`src/rtl/dma_arbiter_pkg.sv`:
```
// Shared types and widths for the Unibus DMA arbiter: state encoding, bus widths
// and the latched transfer record.
package dma_arbiter_pkg;
    localparam int AW  = 18;
    localparam int DW  = 16;
    localparam int TCW = 7;
    localparam int BCW = 4;

    typedef enum logic [2:0] {
        IDLE, HOLD, ARB, MEMRD, ACK, MEMWR, NEXT, REL
    } state_t;

    typedef struct packed {
        logic [AW-1:0] addr;
        logic [DW-1:0] wdata;
    } xfer_t;
endpackage

```
`src/rtl/dma_arbiter_rr_pick.sv`:
```
// Combinational round-robin picker: first asserted request strictly after 'last',
// wrapping modulo NREQ, so 'last' itself has the lowest priority.
module rr_pick #(
    parameter int NREQ = 4
) (
    input  logic [NREQ-1:0]         req,
    input  logic [$clog2(NREQ)-1:0] last,
    output logic                    valid,
    output logic [$clog2(NREQ)-1:0] gnt
);
    localparam int IW = $clog2(NREQ);

    logic [IW-1:0] idx;

    // Scan from the farthest offset to the nearest so the nearest hit wins.
    always_comb begin
        valid = |req;
        gnt   = '0;
        idx   = '0;
        for (int k = NREQ; k >= 1; k--) begin
            idx = IW'((int'(last) + k) % NREQ);
            if (req[idx]) gnt = idx;
        end
    end
endmodule

```
`src/rtl/dma_arbiter.sv`:
```
// Shares the 18-bit Unibus memory port between NREQ DMA devices and the CPU.
// Round-robin grants, one speculative read (plus optional write) per grant.
module dma_arbiter import dma_arbiter_pkg::*; #(
    parameter int NREQ      = 4,
    parameter int MAX_BURST = 1,
    parameter int TIMEOUT   = 64
) (
    input  logic                     clk,
    input  logic                     reset_n,
    input  logic [NREQ-1:0]          dma_req,
    input  logic [NREQ-1:0][AW-1:0]  dma_addr,
    input  logic [NREQ-1:0][DW-1:0]  dma_data_out,
    input  logic [NREQ-1:0]          dma_rd,
    input  logic [NREQ-1:0]          dma_wr,
    output logic [NREQ-1:0]          dma_ack,
    output logic [DW-1:0]            dma_data_in,
    output logic [NREQ-1:0]          dma_nxm,
    output logic                     cpu_hold_req,
    input  logic                     cpu_hold_ack,
    output logic [AW-1:0]            mem_addr,
    output logic                     mem_rd,
    output logic                     mem_wr,
    output logic [DW-1:0]            mem_data_out,
    input  logic [DW-1:0]            mem_data_in,
    input  logic                     mem_done
);
    localparam int             IW   = $clog2(NREQ);
    localparam logic [TCW-1:0] TLIM = TCW'(TIMEOUT - 1);
    localparam logic [BCW-1:0] BMAX = BCW'(MAX_BURST);

    state_t          state, nstate;
    logic [IW-1:0]   gnt, rr_last, pick;
    logic            pick_vld;
    xfer_t           xfer;
    logic [DW-1:0]   rdata;
    logic            nxm;
    logic [BCW-1:0]  bcnt;
    logic [TCW-1:0]  tcnt;
    logic            tmo;

    // A read strobe alone means "read only", which is also the default, so it carries no information.
    logic rd_unused;
    assign rd_unused = |dma_rd;

    assign tmo = (tcnt >= TLIM);

    rr_pick #(.NREQ(NREQ)) u_pick (
        .req   (dma_req),
        .last  (rr_last),
        .valid (pick_vld),
        .gnt   (pick)
    );

    always_ff @(posedge clk or negedge reset_n) begin
        if (!reset_n) state <= IDLE;
        else          state <= nstate;
    end

    always_comb begin
        nstate = state;
        case (state)
            IDLE:    if (|dma_req) nstate = HOLD;
            HOLD:    if (cpu_hold_ack) nstate = ARB;
            ARB:     nstate = pick_vld ? MEMRD : REL;
            MEMRD:   if (mem_done || tmo) nstate = ACK;
            ACK:     nstate = (dma_wr[gnt] && !nxm) ? MEMWR : NEXT;
            MEMWR:   if (mem_done || tmo) nstate = NEXT;
            NEXT:    nstate = (bcnt < BMAX && |dma_req) ? ARB : REL;
            REL:     nstate = IDLE;
            default: nstate = IDLE;
        endcase
    end

    always_ff @(posedge clk or negedge reset_n) begin
        if (!reset_n) begin
            gnt     <= '0;
            rr_last <= IW'(NREQ - 1);
            xfer    <= '0;
            rdata   <= '0;
            nxm     <= 1'b0;
            bcnt    <= '0;
            tcnt    <= '0;
        end else begin
            case (state)
                ARB: if (pick_vld) begin
                    gnt     <= pick;
                    rr_last <= pick;
                    xfer    <= '{addr: dma_addr[pick], wdata: dma_data_out[pick]};
                    tcnt    <= '0;
                end
                MEMRD: begin
                    if (mem_done) begin
                        rdata <= mem_data_in;
                    end else if (tmo) begin
                        nxm   <= 1'b1;
                        rdata <= '0;
                    end
                    if (tcnt != '1) tcnt <= tcnt + TCW'(1);
                end
                ACK: begin
                    bcnt <= bcnt + BCW'(1);
                    tcnt <= '0;
                end
                MEMWR: if (tcnt != '1) tcnt <= tcnt + TCW'(1);
                NEXT: begin
                    nxm  <= 1'b0;
                    tcnt <= '0;
                end
                REL:     bcnt <= '0;
                default: ;
            endcase
        end
    end

    // Outputs depend on registered state only, so reset drops them immediately.
    always_comb begin
        dma_ack      = '0;
        dma_nxm      = '0;
        dma_data_in  = '0;
        cpu_hold_req = 1'b0;
        mem_rd       = 1'b0;
        mem_wr       = 1'b0;
        mem_addr     = '0;
        mem_data_out = '0;
        case (state)
            HOLD, ARB, NEXT: cpu_hold_req = 1'b1;
            MEMRD: begin
                cpu_hold_req = 1'b1;
                mem_rd       = 1'b1;
                mem_addr     = xfer.addr;
            end
            ACK: begin
                cpu_hold_req = 1'b1;
                dma_ack[gnt] = 1'b1;
                dma_nxm[gnt] = nxm;
                dma_data_in  = rdata;
            end
            MEMWR: begin
                cpu_hold_req = 1'b1;
                mem_wr       = 1'b1;
                mem_addr     = xfer.addr;
                mem_data_out = xfer.wdata;
            end
            default: ;
        endcase
    end
endmodule
```
`config.mk`:
```
export PLATFORM = sky130hd
export DESIGN_NAME = dma_arbiter
export DESIGN_NICKNAME = d
export VERILOG_FILES = /design/src/rtl/dma_arbiter_pkg.sv /design/src/rtl/dma_arbiter_rr_pick.sv /design/src/rtl/dma_arbiter.sv
export SDC_FILE = /design/constraint.sdc
export NUM_CORES = 1
export LEC_CHECK = 0
export CAP_MARGIN = 20
export CORE_MARGIN = 2
export CORE_UTILIZATION = 25
export DETAILED_ROUTE_END_ITERATION = 7
export HOLD_SLACK_MARGIN = 0.03
export PLACE_DENSITY = 0.65
export SLEW_MARGIN = 30
export SYNTH_ARGS = -nofsm -noshare
export SYNTH_HDL_FRONTEND = slang
export SYNTH_SLANG_ARGS = --single-unit
```
`constraint.sdc`:
```
create_clock -name clk -period 2.3 [get_ports clk]
set_input_delay 0.46 -clock clk [delete_from_list [all_inputs] [get_ports clk]]
set_output_delay 0.46 -clock clk [all_outputs]
set_load 0.05 [all_outputs]
```
==> summary.md <==
| Metric | Value |
|---|---|
| Fmax achieved | 453 MHz |
| DRC Markers | 0 |
| Most numerous cell in the Yosys netlist | nand3_1 |
| Vias in the first global route | 4792 |
| Area of the mapped netlist | 4680 um2 |
| RSZ-0062 raised after global routing | yes |
| Relative slew slack | 0.529 |
| Final setup skew | 5.53 ps |
| Placeable core region | 18500 um2 |
| Total number of vias | 4680 |
| Worst path max stage delay | 460 ps |
| R2r startpoint | rr_last[1] |
| Initial antenna violation count | 0 |
| Crit. End Element | output port |
| TNS Setup | 0 ps |
| Die W | 141 um |
| Largest family of logic cells by synthesized area | simple AND/OR/NAND/NOR gates |
| Post-Synth Simple-Gate Area | 0.211 |
| Detailed placement HPWL | 12.1 mm |
| Seq/Total Area, Yosys | 0.369 |
| Post-synth EDFFs | 0 |
| Worst vdd ir | 0.482 mV |
| Hold slack | 75.2 ps |
| # Post-CTS Setup Buffers | 0 |
| Pre-Repair DR Iteration Count | 4 |
| Top cells by count, synth | nand3_1, dfrtp_1, mux2i_1 |
| Port Buffers | 224 |
| XOR/XNOR Fraction of Synth Area | 0.00748 |
| Yosys warnings | 0 |
| Cells along the critical path | nor2b_4 -> o21a_1 -> buf_12 -> and2_1 -> buf_12 |
| R2R Path End | xfer[8] |
| Reg2reg path depth | 6 |
| Final hold violations | 0 |
| Async set or reset register ratio after synthesis | 1.00 |
| Total CTS buffers | 9 |
| Crit-path max FO | 20 |
| CP dominant cell by count | buf_12 |
| R2R setup slack | 140 ps |
| Largest net degree at the start of global routing | 41 |
| Syn_nets | 657 |
| Synth Area in Compound Gates | 0.165 |
| Worst-path clk slew | 60 ps |
| I/O pins | 229 |
| Slew Viols, Final | 0 |
| Synth Area in Adders | 0.00801 |
| Post-layout min period | 2210 ps |
| Row count | 50 |
| Syn avg cell area | 9.64 um2 |
| Yosys top cell area share | 0.358 |
| Synth-to-layout area growth | 74.4% |
| Largest cells by area after synthesis | dfrtp_1, mux2_2, mux2i_1, nand3_1, a221o_1 |
| Run status | complete, no violations |
| Mux cell area share after synthesis | 0.173 |
| Req. time, crit path | 1840 ps |
| GR Overflow Total | 0 |
| CTS tree | done |
| Max cap viols | 0 |
| Post-DR vias/cell | 4.93 |
| DR WL/cell | 16.9 um |
| First-pass GRT wire length | 25.5 mm |
| Leakage | 3.47 nW |
| GPL Wtd Cong | 0.790 |
| Syn Inst Count | 486 |
| Initial DRC Count | 255 |
| Fin nets | 881 |
| Worst skew pair latency | 350 ps |
| Flops & latches, synth | 69 |
| Inst Count DP | 932 |
| Critical path class | reg2out |
| Initial core utilization | 0.253 |
| Hold Path Class | in2async |
| Share of layout cells above drive strength 1 | 0.250 |
| Root buffer cell | clkbuf_16 |
| CTS sink cnt | 69 |
| Final worst path period share | 0.960 |
| Clock Tree Buf Depth | 2 |
| Global Route Usage Sum | 0.164 |
| Power per cell area | 1130 nW/um2 |
| Die height | 141 um |
| H-tree depth | 3 |
| Synth cell types | 54 |
| Worst-margin pin slew | 689 ps |
| CP max-delay cell | dfrtp_2 |
| Crit start category | flop |
| WL final | 16.0 mm |
| Routed Antenna Nets | 0 |
| Antenna diodes | 0 |
| Post-synth top area cell | dfrtp_1 |
| Final setup viols | 0 |
| Most used DFF post-synth | dfrtp_1 |
| Crit path DAT | 1750 ps |
| Die Area | 19800 um2 |
| Layout Cells excl Fill | 949 |
layer usage:
layer / global-route usage / vias to the layer above / routed length, um
met5: 0 / - / 0
met3: 0.0611 / 12 / 1280
li1: - / 2271 / -
met2: 0.273 / 166 / 7800
met4: 0.0400 / 0 / 187
met1: 0.201 / 2231 / 6770
where the power goes:
part / switching [W] / total, W / internal, W
clock network: 0.000604 / 0.00157 / 0.000967
registers: 0.000371 / 0.00213 / 0.00176
logic: 0.00288 / 0.00553 / 0.00265
worst max-delay path, delay by kind of cell, from the launching register on:
kind	cells	cell delay, ps
AND/OR/NAND/NOR	2	420
AO/OA/AOI/OAI	1	200
buffers and inverters	2	310
flip-flops	1	460
how the worst max path moves through the flow:
stage | from | endpoint | slack [ps] | cells after the start
finish | state[2] | mem_addr[0] | 90 | 5
global placement | dma_req[2] | xfer[33] | -240 | 7
CTS | state[1] | dma_nxm[1] | 30 | 5
global route | state[1] | dma_nxm[1] | -10 | 5
detailed placement | dma_req[3] | xfer[8] | -300 | 6
floorplan | state[2] | dma_ack[2] | -150 | 5
final cells by class:
cell class	instances	area, um2
Clock buffer	9	225
Clock inverter	7	105
Fill cell	1774	10300
Inverter	11	43.8
Multi-Input combinational cell	357	2720
Sequential cell	69	1730
Tap cell	234	293
Timing Repair Buffer	262	3060
per-stage QoR:
step	total power (W)	worst slack (ps)	cell area, um2	utilization
4_1_cts	0.00927	27.3	8120	0.439
2_1_floorplan	0.00543	-150	4720	-
3_3_place_gp	0.00757	-238	7780	0.420
5_1_grt	0.00982	-14.3	8170	0.441
3_5_place_dp	0.00764	-296	7780	0.420
6_report	0.00923	91.8	8170	0.441
timing repair:
| item | 4_1_cts | 5_1_grt |
|---|---|---|
| endpoints found under the setup margin | 21 | 31 |
| resized for setup | 4 | 6 |
| hold buffers | 0 | 0 |
| gates cloned | 0 | 0 |
sequential cells by signal, indices dropped and copies added, names as in the netlist:
signal / count
rr_last: 2
bcnt: 4
state: 3
rdata: 16
nxm: 1
tcnt: 7
xfer: 34
gnt: 2
kinds of logic after synthesis:
kind of cell / Yosys count
compound gates: 94
xor+xnor: 4
fa+ha+maj: 3
buf+inv: 60
flops: 69
mux: 75
simple gates: 181
cells in the final DEF, fill, tap and decap left out, drive strengths merged, types with 2 or more instances in the layout:
master	count
nor3	7
nor3b	2
a211oi	3
clkdlybuf4s50	162
ha	3
o21ai	14
and2	20
nand2b	3
and3	34
or4	2
a221o	34
nor2	13
a21o	3
o31ai	2
nand2	16
bufinv	2
or2	2
a22o	16
o22ai	2
clkbuf	9
a22oi	2
nand3	74
o21bai	2
xnor2	3
mux2	36
dfrtp	67
nor2b	4
inv	14
buf	100
a21oi	11
mux2i	38
dfstp	2
Power figures use the tool's default switching activity.
